$ cat src/rtl/tank_render_multi.sv
// Multi-tank pixel renderer: draws up to N_TANKS tanks (or their explosions)
// on a cell grid and produces one 12-bit RGB colour per VGA pixel.
// Tank attributes are frozen per frame; lower channel index wins on overlap.
// Latency from pixel coordinates to VGA_data/VGA_en is two clock cycles.
module tank_render_multi #(
  parameter int          N_TANKS     = 4,
  parameter int          POS_W       = 5,
  parameter int          CELL        = 20,
  parameter int          X_ORG       = 160,
  parameter int          Y_ORG       = 40,
  parameter int          BODY_R      = 7,
  parameter int          BARREL_R    = 3,
  parameter int          EXPL_FRAMES = 3,
  parameter logic [11:0] MY_COLOR    = 12'h00F,
  parameter logic [11:0] EN_COLOR    = 12'hF00
) (
  input  logic                       clk,
  input  logic                       rst,
  input  logic                       frame_start,
  input  logic [10:0]                VGA_xpos,
  input  logic [10:0]                VGA_ypos,
  input  logic [N_TANKS*POS_W-1:0]   tank_x_pos,
  input  logic [N_TANKS*POS_W-1:0]   tank_y_pos,
  input  logic [N_TANKS*2-1:0]       tank_dir,
  input  logic [N_TANKS-1:0]         tank_state,
  input  logic [N_TANKS-1:0]         tank_ide,
  output logic [11:0]                VGA_data,
  output logic                       VGA_en
);

  localparam int                CNT_W      = $clog2(EXPL_FRAMES + 1);
  localparam logic [CNT_W-1:0]  EXPL_LOAD  = CNT_W'(EXPL_FRAMES);
  localparam logic [CNT_W-1:0]  CNT_ONE    = CNT_W'(1);
  localparam logic signed [12:0] BODY_LIM   = 13'(BODY_R);
  localparam logic signed [12:0] BARREL_LIM = 13'(BARREL_R);
  localparam logic signed [12:0] ZERO       = '0;

  typedef enum logic [1:0] {
    DIR_UP    = 2'b00,
    DIR_DOWN  = 2'b01,
    DIR_LEFT  = 2'b10,
    DIR_RIGHT = 2'b11
  } dir_e;

  // Per-frame snapshot of every channel
  logic [POS_W-1:0]   snap_x   [N_TANKS];
  logic [POS_W-1:0]   snap_y   [N_TANKS];
  dir_e               snap_dir [N_TANKS];
  logic [N_TANKS-1:0] snap_state;
  logic [N_TANKS-1:0] snap_ide;
  logic [CNT_W-1:0]   expl_cnt [N_TANKS];

  // Geometry and per-channel hit evaluation
  logic [11:0]        cx [N_TANKS];
  logic [11:0]        cy [N_TANKS];
  logic signed [12:0] dx [N_TANKS];
  logic signed [12:0] dy [N_TANKS];
  logic [N_TANKS-1:0] shape_c;
  logic [N_TANKS-1:0] box_c;
  logic [N_TANKS-1:0] hit_c;
  logic [11:0]        color_c [N_TANKS];

  // Stage 1 registers and stage 2 priority result
  logic [N_TANKS-1:0] s1_hit;
  logic [11:0]        s1_color [N_TANKS];
  logic [11:0]        data_c;
  logic               en_c;

  // Open interval test lo < v < hi on signed pixel offsets.
  function automatic logic inside_open(input logic signed [12:0] v,
                                       input logic signed [12:0] lo,
                                       input logic signed [12:0] hi);
    return (v > lo) && (v < hi);
  endfunction

  // Capture tank attributes and advance explosion counters once per frame.
  // NOTE: sequential state uses <= so every register samples pre-edge values;
  // the counter update below relies on reading the old snap_state.
  always_ff @(posedge clk or posedge rst) begin
    if (rst) begin
      snap_state <= '0;
      snap_ide   <= '0;
      // NOTE: these small register arrays are reset element by element so no
      // stale tank or explosion can appear in the first frame after reset.
      for (int i = 0; i < N_TANKS; i++) begin
        snap_x[i]   <= '0;
        snap_y[i]   <= '0;
        snap_dir[i] <= DIR_UP;
        expl_cnt[i] <= '0;
      end
    end else if (frame_start) begin
      snap_state <= tank_state;
      snap_ide   <= tank_ide;
      for (int i = 0; i < N_TANKS; i++) begin
        snap_x[i]   <= tank_x_pos[i*POS_W +: POS_W];
        snap_y[i]   <= tank_y_pos[i*POS_W +: POS_W];
        snap_dir[i] <= dir_e'(tank_dir[i*2 +: 2]);
        if (snap_state[i] && !tank_state[i])
          expl_cnt[i] <= EXPL_LOAD;
        else if (tank_state[i])
          expl_cnt[i] <= '0;
        else if (expl_cnt[i] != '0)
          expl_cnt[i] <= expl_cnt[i] - CNT_ONE;
      end
    end
  end

  // Per-channel shape test against the current pixel and colour selection.
  always_comb begin
    // NOTE: every output of this block gets a default first, so no path can
    // leave a value held over and infer a latch.
    shape_c = '0;
    box_c   = '0;
    hit_c   = '0;
    for (int i = 0; i < N_TANKS; i++) begin
      color_c[i] = '0;
      cx[i] = 12'(snap_x[i] * CELL + X_ORG);
      cy[i] = 12'(snap_y[i] * CELL + Y_ORG);
      dx[i] = $signed({2'b00, VGA_xpos}) - $signed({1'b0, cx[i]});
      dy[i] = $signed({2'b00, VGA_ypos}) - $signed({1'b0, cy[i]});
      case (snap_dir[i])
        DIR_UP:    shape_c[i] = (inside_open(dx[i], -BARREL_LIM, BARREL_LIM) && inside_open(dy[i], -BODY_LIM, ZERO))
                             || (inside_open(dx[i], -BODY_LIM, BODY_LIM)     && inside_open(dy[i], ZERO, BODY_LIM));
        DIR_DOWN:  shape_c[i] = (inside_open(dx[i], -BODY_LIM, BODY_LIM)     && inside_open(dy[i], -BODY_LIM, ZERO))
                             || (inside_open(dx[i], -BARREL_LIM, BARREL_LIM) && inside_open(dy[i], ZERO, BODY_LIM));
        DIR_LEFT:  shape_c[i] = (inside_open(dx[i], -BODY_LIM, ZERO) && inside_open(dy[i], -BARREL_LIM, BARREL_LIM))
                             || (inside_open(dx[i], ZERO, BODY_LIM)  && inside_open(dy[i], -BODY_LIM, BODY_LIM));
        DIR_RIGHT: shape_c[i] = (inside_open(dx[i], -BODY_LIM, ZERO) && inside_open(dy[i], -BODY_LIM, BODY_LIM))
                             || (inside_open(dx[i], ZERO, BODY_LIM)  && inside_open(dy[i], -BARREL_LIM, BARREL_LIM));
        default:   shape_c[i] = 1'b0;
      endcase
      box_c[i] = inside_open(dx[i], -BODY_LIM, BODY_LIM) && inside_open(dy[i], -BODY_LIM, BODY_LIM);
      hit_c[i] = (snap_state[i] && shape_c[i]) || ((expl_cnt[i] != '0) && box_c[i]);
      if (snap_state[i] && shape_c[i])
        color_c[i] = snap_ide[i] ? MY_COLOR : EN_COLOR;
      else
        color_c[i] = expl_cnt[i][0] ? 12'hFF0 : 12'hFFF;
    end
  end

  // Stage 1: register per-channel hit flags and colours.
  always_ff @(posedge clk or posedge rst) begin
    if (rst) begin
      s1_hit <= '0;
      for (int i = 0; i < N_TANKS; i++) s1_color[i] <= '0;
    end else begin
      s1_hit <= hit_c;
      for (int i = 0; i < N_TANKS; i++) s1_color[i] <= color_c[i];
    end
  end

  // Fixed priority: scanning downwards leaves the lowest hit channel on top.
  always_comb begin
    data_c = '0;
    en_c   = 1'b0;
    for (int i = N_TANKS - 1; i >= 0; i--) begin
      if (s1_hit[i]) begin
        en_c   = 1'b1;
        data_c = s1_color[i];
      end
    end
  end

  // Stage 2: register the layer output.
  always_ff @(posedge clk or posedge rst) begin
    if (rst) begin
      VGA_data <= '0;
      VGA_en   <= 1'b0;
    end else begin
      VGA_data <= data_c;
      VGA_en   <= en_c;
    end
  end

endmodule

$ cat config.mk
export PLATFORM = sky130hd
export DESIGN_NAME = tank_render_multi
export DESIGN_NICKNAME = d
export VERILOG_FILES = /design/src/rtl/tank_render_multi.sv
export SDC_FILE = /design/constraint.sdc
export NUM_CORES = 1
export LEC_CHECK = 0
export CORE_MARGIN = 8
export CORE_UTILIZATION = 59
export CTS_CLUSTER_DIAMETER = 120
export CTS_CLUSTER_SIZE = 28
export DETAILED_ROUTE_END_ITERATION = 10
export GPL_ROUTABILITY_DRIVEN = 0
export PLACE_DENSITY = 0.81
export SYNTH_ARGS = -nofsm -noshare
export SYNTH_HDL_FRONTEND = slang
export SYNTH_SLANG_ARGS = --single-unit
$ cat constraint.sdc
create_clock -name clk -period 5.3 [get_ports clk]
set_input_delay 1.06 -clock clk [delete_from_list [all_inputs] [get_ports clk]]
set_output_delay 1.06 -clock clk [all_outputs]
set_load 0.05 [all_outputs]
==> metrics.txt <==
most frequent cells in the layout=ha_1, inv_1, a21oi_1, nand2_1, clkdlybuf4s50_1; global-route wire length before repair=43.91 mm; TritonCTS buffer count=9; largest family of logic cells by synthesized area=adder cells; TritonCTS clock tree=built; worst min path class=reg2reg; clock period minus worst slack=5.027 ns; element type at the critical path start=register; setup TNS=0 ns; Synthesized Nets=1,583; GRT Util Overall=23.70%; clock skew after layout=0.008280 ns; Core Area=17,840 um^2; Worst Path Max Fanout=8; Setup-failing EPs final=0; Setup Buffers After CTS=0; DP HPWL=20.81 mm; Synth Area in Adders=24.45%; port bufs=93; final net count=1,655; CTS Sinks=84; Site Rows=49; mux cell area share after synthesis=5.235%; Die Area=22,670 um^2; clock slew at reported path FFs=0.07 ns; Mapped Area=10,680 um^2; Clock Tree Buf Depth=2; Mapped Cells=1,298; hold buffer count at cts=0; leading cell type in the layout, fill and taps excluded=ha_1; measured slew at the worst slew-check pin=0.9385 ns; Critical Path AT=5.27 ns; Initial Util=59.88%; Top FF cell, synth=dfrtp_1; chip height=150.6 um; post-synthesis sequential element count=84; Crit. End Element=register; RSZ-0062 raised after global routing=false; max-cap viol count=0; Slew headroom=37.44%; pin count of the biggest net entering global routing=93; final worst slack=0.2731 ns; ANT cells=0; vias in the first global route=9,388; status=completed; Leak Pwr=5.721 nW; I/O pin cnt=94; total grt overflow=0; dpl ws=0.2431 ns; later-pin clock latency in the skew report=0.36 ns; asr flop ratio synth=100.0%; DRC=0; Seq/Total Area, Yosys=19.67%; critical path class=reg2reg; post-route ant nets=0; Starting DRT DRC Count=585; Max IR drop VDD=0.0002400 V; R2R depth=18; Yosys warnings=0; Synth Area in Compound Gates=20.94%; antenna violations before repair=0; drt wl/cell=16.31 um; die width=150.6 um; post-synth cell types=84; Critical Path RT=5.54 ns; Root Buffer=clkbuf_16; FMAX=198.9 MHz; Avg Inst Size Synth=8.231 um^2; Synth Area in Simple Gates=16.86%; area grow syn2layout=13.16%; routed wire length=26.17 mm; PwrDens=351.7 nW/um^2; xor-xnor portion of the synthesized cell area=5.247%; Fillers=1,461; layout cell share with drive strength beyond 1=6.618%; cts repair resizes=0; Final Hold Viols=0; crit share post-route=94.85%; CTS H-Tree Depth=3; final slew viol count=0; routed via count=9,696; First-pass DRT Iterations=6; vias per inst=6.045; EDFF count, synth=0; Worst Hold Depth=1
-- registers in the layout (all words and copies together), names as in the netlist --
register and flops:
s1_hit 4, snap_state 4, snap_y 20, VGA_data 3, snap_x 20, snap_ide 4
snap_dir 8, s1_color 12, expl_cnt 8, VGA_en 1
-- cells by family (layout without fill, tap and decap cells) --
kind of cell / Yosys count / in the layout
AND/OR/NAND/NOR: 354 / 354
buffers and inverters: 204 / 281
multiplexers: 51 / 51
adder cells (fa/ha/maj): 204 / 204
flip-flops: 84 / 84
AO/OA/AOI/OAI: 337 / 337
XOR/XNOR: 64 / 64
-- metrics by stage --
stage | cells | hold WS, ns | cell area (um^2) | utilization [%] | power [W]
2_1_floorplan | 1298 | 0.4257 | 10680 | - | 0.002947
3_3_place_gp | 1588 | 0.4552 | 11780 | 66.01 | 0.003460
3_5_place_dp | 1588 | 0.4595 | 11780 | 66.01 | 0.003527
4_1_cts | 1604 | 0.4682 | 12090 | 67.77 | 0.004239
5_1_grt | 1604 | 0.4859 | 12090 | 67.77 | 0.004645
6_report | 1604 | 0.4643 | 12090 | 67.77 | 0.004252
-- worst max-delay path: stages, from the launching register on --
cell      delay (ns)
dfrtp_1         0.44
ha_1            0.32
ha_1            0.23
fa_1            0.42
xor2_1          0.20
ha_1            0.28
inv_1           0.04
ha_1            0.39
a21o_1          0.19
a21o_1          0.20
o31ai_2         0.29
a21boi_2        0.24
nand3_1         0.10
or4_4           0.56
or2_1           0.26
mux2i_1         0.14
a221oi_1        0.10
a211o_1         0.29
or2_1           0.22
-- report_power, final --
part           leakage, nW  internal (W)  switching [W]  total [W]
sequential           0.986      0.000708      0.0000618   0.000769
combinational         4.58       0.00119        0.00161    0.00280
clock                0.152      0.000387       0.000294   0.000681
total                 5.72       0.00229        0.00197    0.00425
-- Yosys cell counts, types with 7 or more instances --
master / n / area share [%]
ha_1: 196 / 23
inv_1: 161 / 5.7
a21oi_1: 95 / 4.5
nand2_1: 93 / 3.3
nor2_1: 91 / 3.2
dfrtp_1: 84 / 20
o21ai_0: 57 / 2.7
xnor2_1: 42 / 3.4
mux2_2: 38 / 4.0
clkbuf_1: 31 / 1.1
a21o_1: 29 / 2.0
nor3_1: 28 / 1.3
nand3_1: 25 / 1.2
xor2_1: 22 / 1.8
nor2b_1: 20 / 1.2
o22ai_1: 14 / 0.82
a211oi_1: 12 / 0.84
mux2i_1: 12 / 1.1
nand4_1: 12 / 0.70
a31oi_1: 11 / 0.64
o21a_1: 11 / 0.77
buf_4: 10 / 0.70
nor4_1: 10 / 0.59
and3_1: 9 / 0.53
o211ai_1: 9 / 0.63
o21bai_1: 9 / 0.63
fa_1: 8 / 1.5
a21boi_0: 7 / 0.49
nand2b_1: 7 / 0.41
-- path summary, 6_finish.rpt --
kind	endpoint	slack (ns)	from
max	s1_color[46]	0.27	snap_y[16]
min	s1_color[34]	0.46	snap_ide[1]
max reg2reg	s1_color[46]	0.27	snap_y[16]
min reg2reg	s1_color[34]	0.46	snap_ide[1]
max in group asynchronous	snap_dir[2]	3.14	rst
min in group asynchronous	snap_x[16]	1.18	rst
-- routing by layer --
metal | vias up | track usage, % | routed length (um) | part of all wire (%)
met3 | 57 | 3.577 | 1427 | 5.5
li1 | 4803 | - | - | -
met4 | 0 | 9.145 | 784 | 3.0
met2 | 289 | 40.90 | 12740 | 49
met1 | 4547 | 29.14 | 11220 | 43
met5 | - | 0 | 0 | 0
-- final cells by class --
cell class              count  area [um^2]  share of cell area [%]
clock buffers              10        239.0                   1.977
clock inverters             6        75.07                  0.6209
inverters                 161        605.6                   5.009
multi-input cells        1010         7771                   64.28
flip-flops and latches     84         2102                   17.39
well taps                 229        286.5                   2.370
repair buffers            104         1011                   8.362
(Power assumes the default switching activity.)
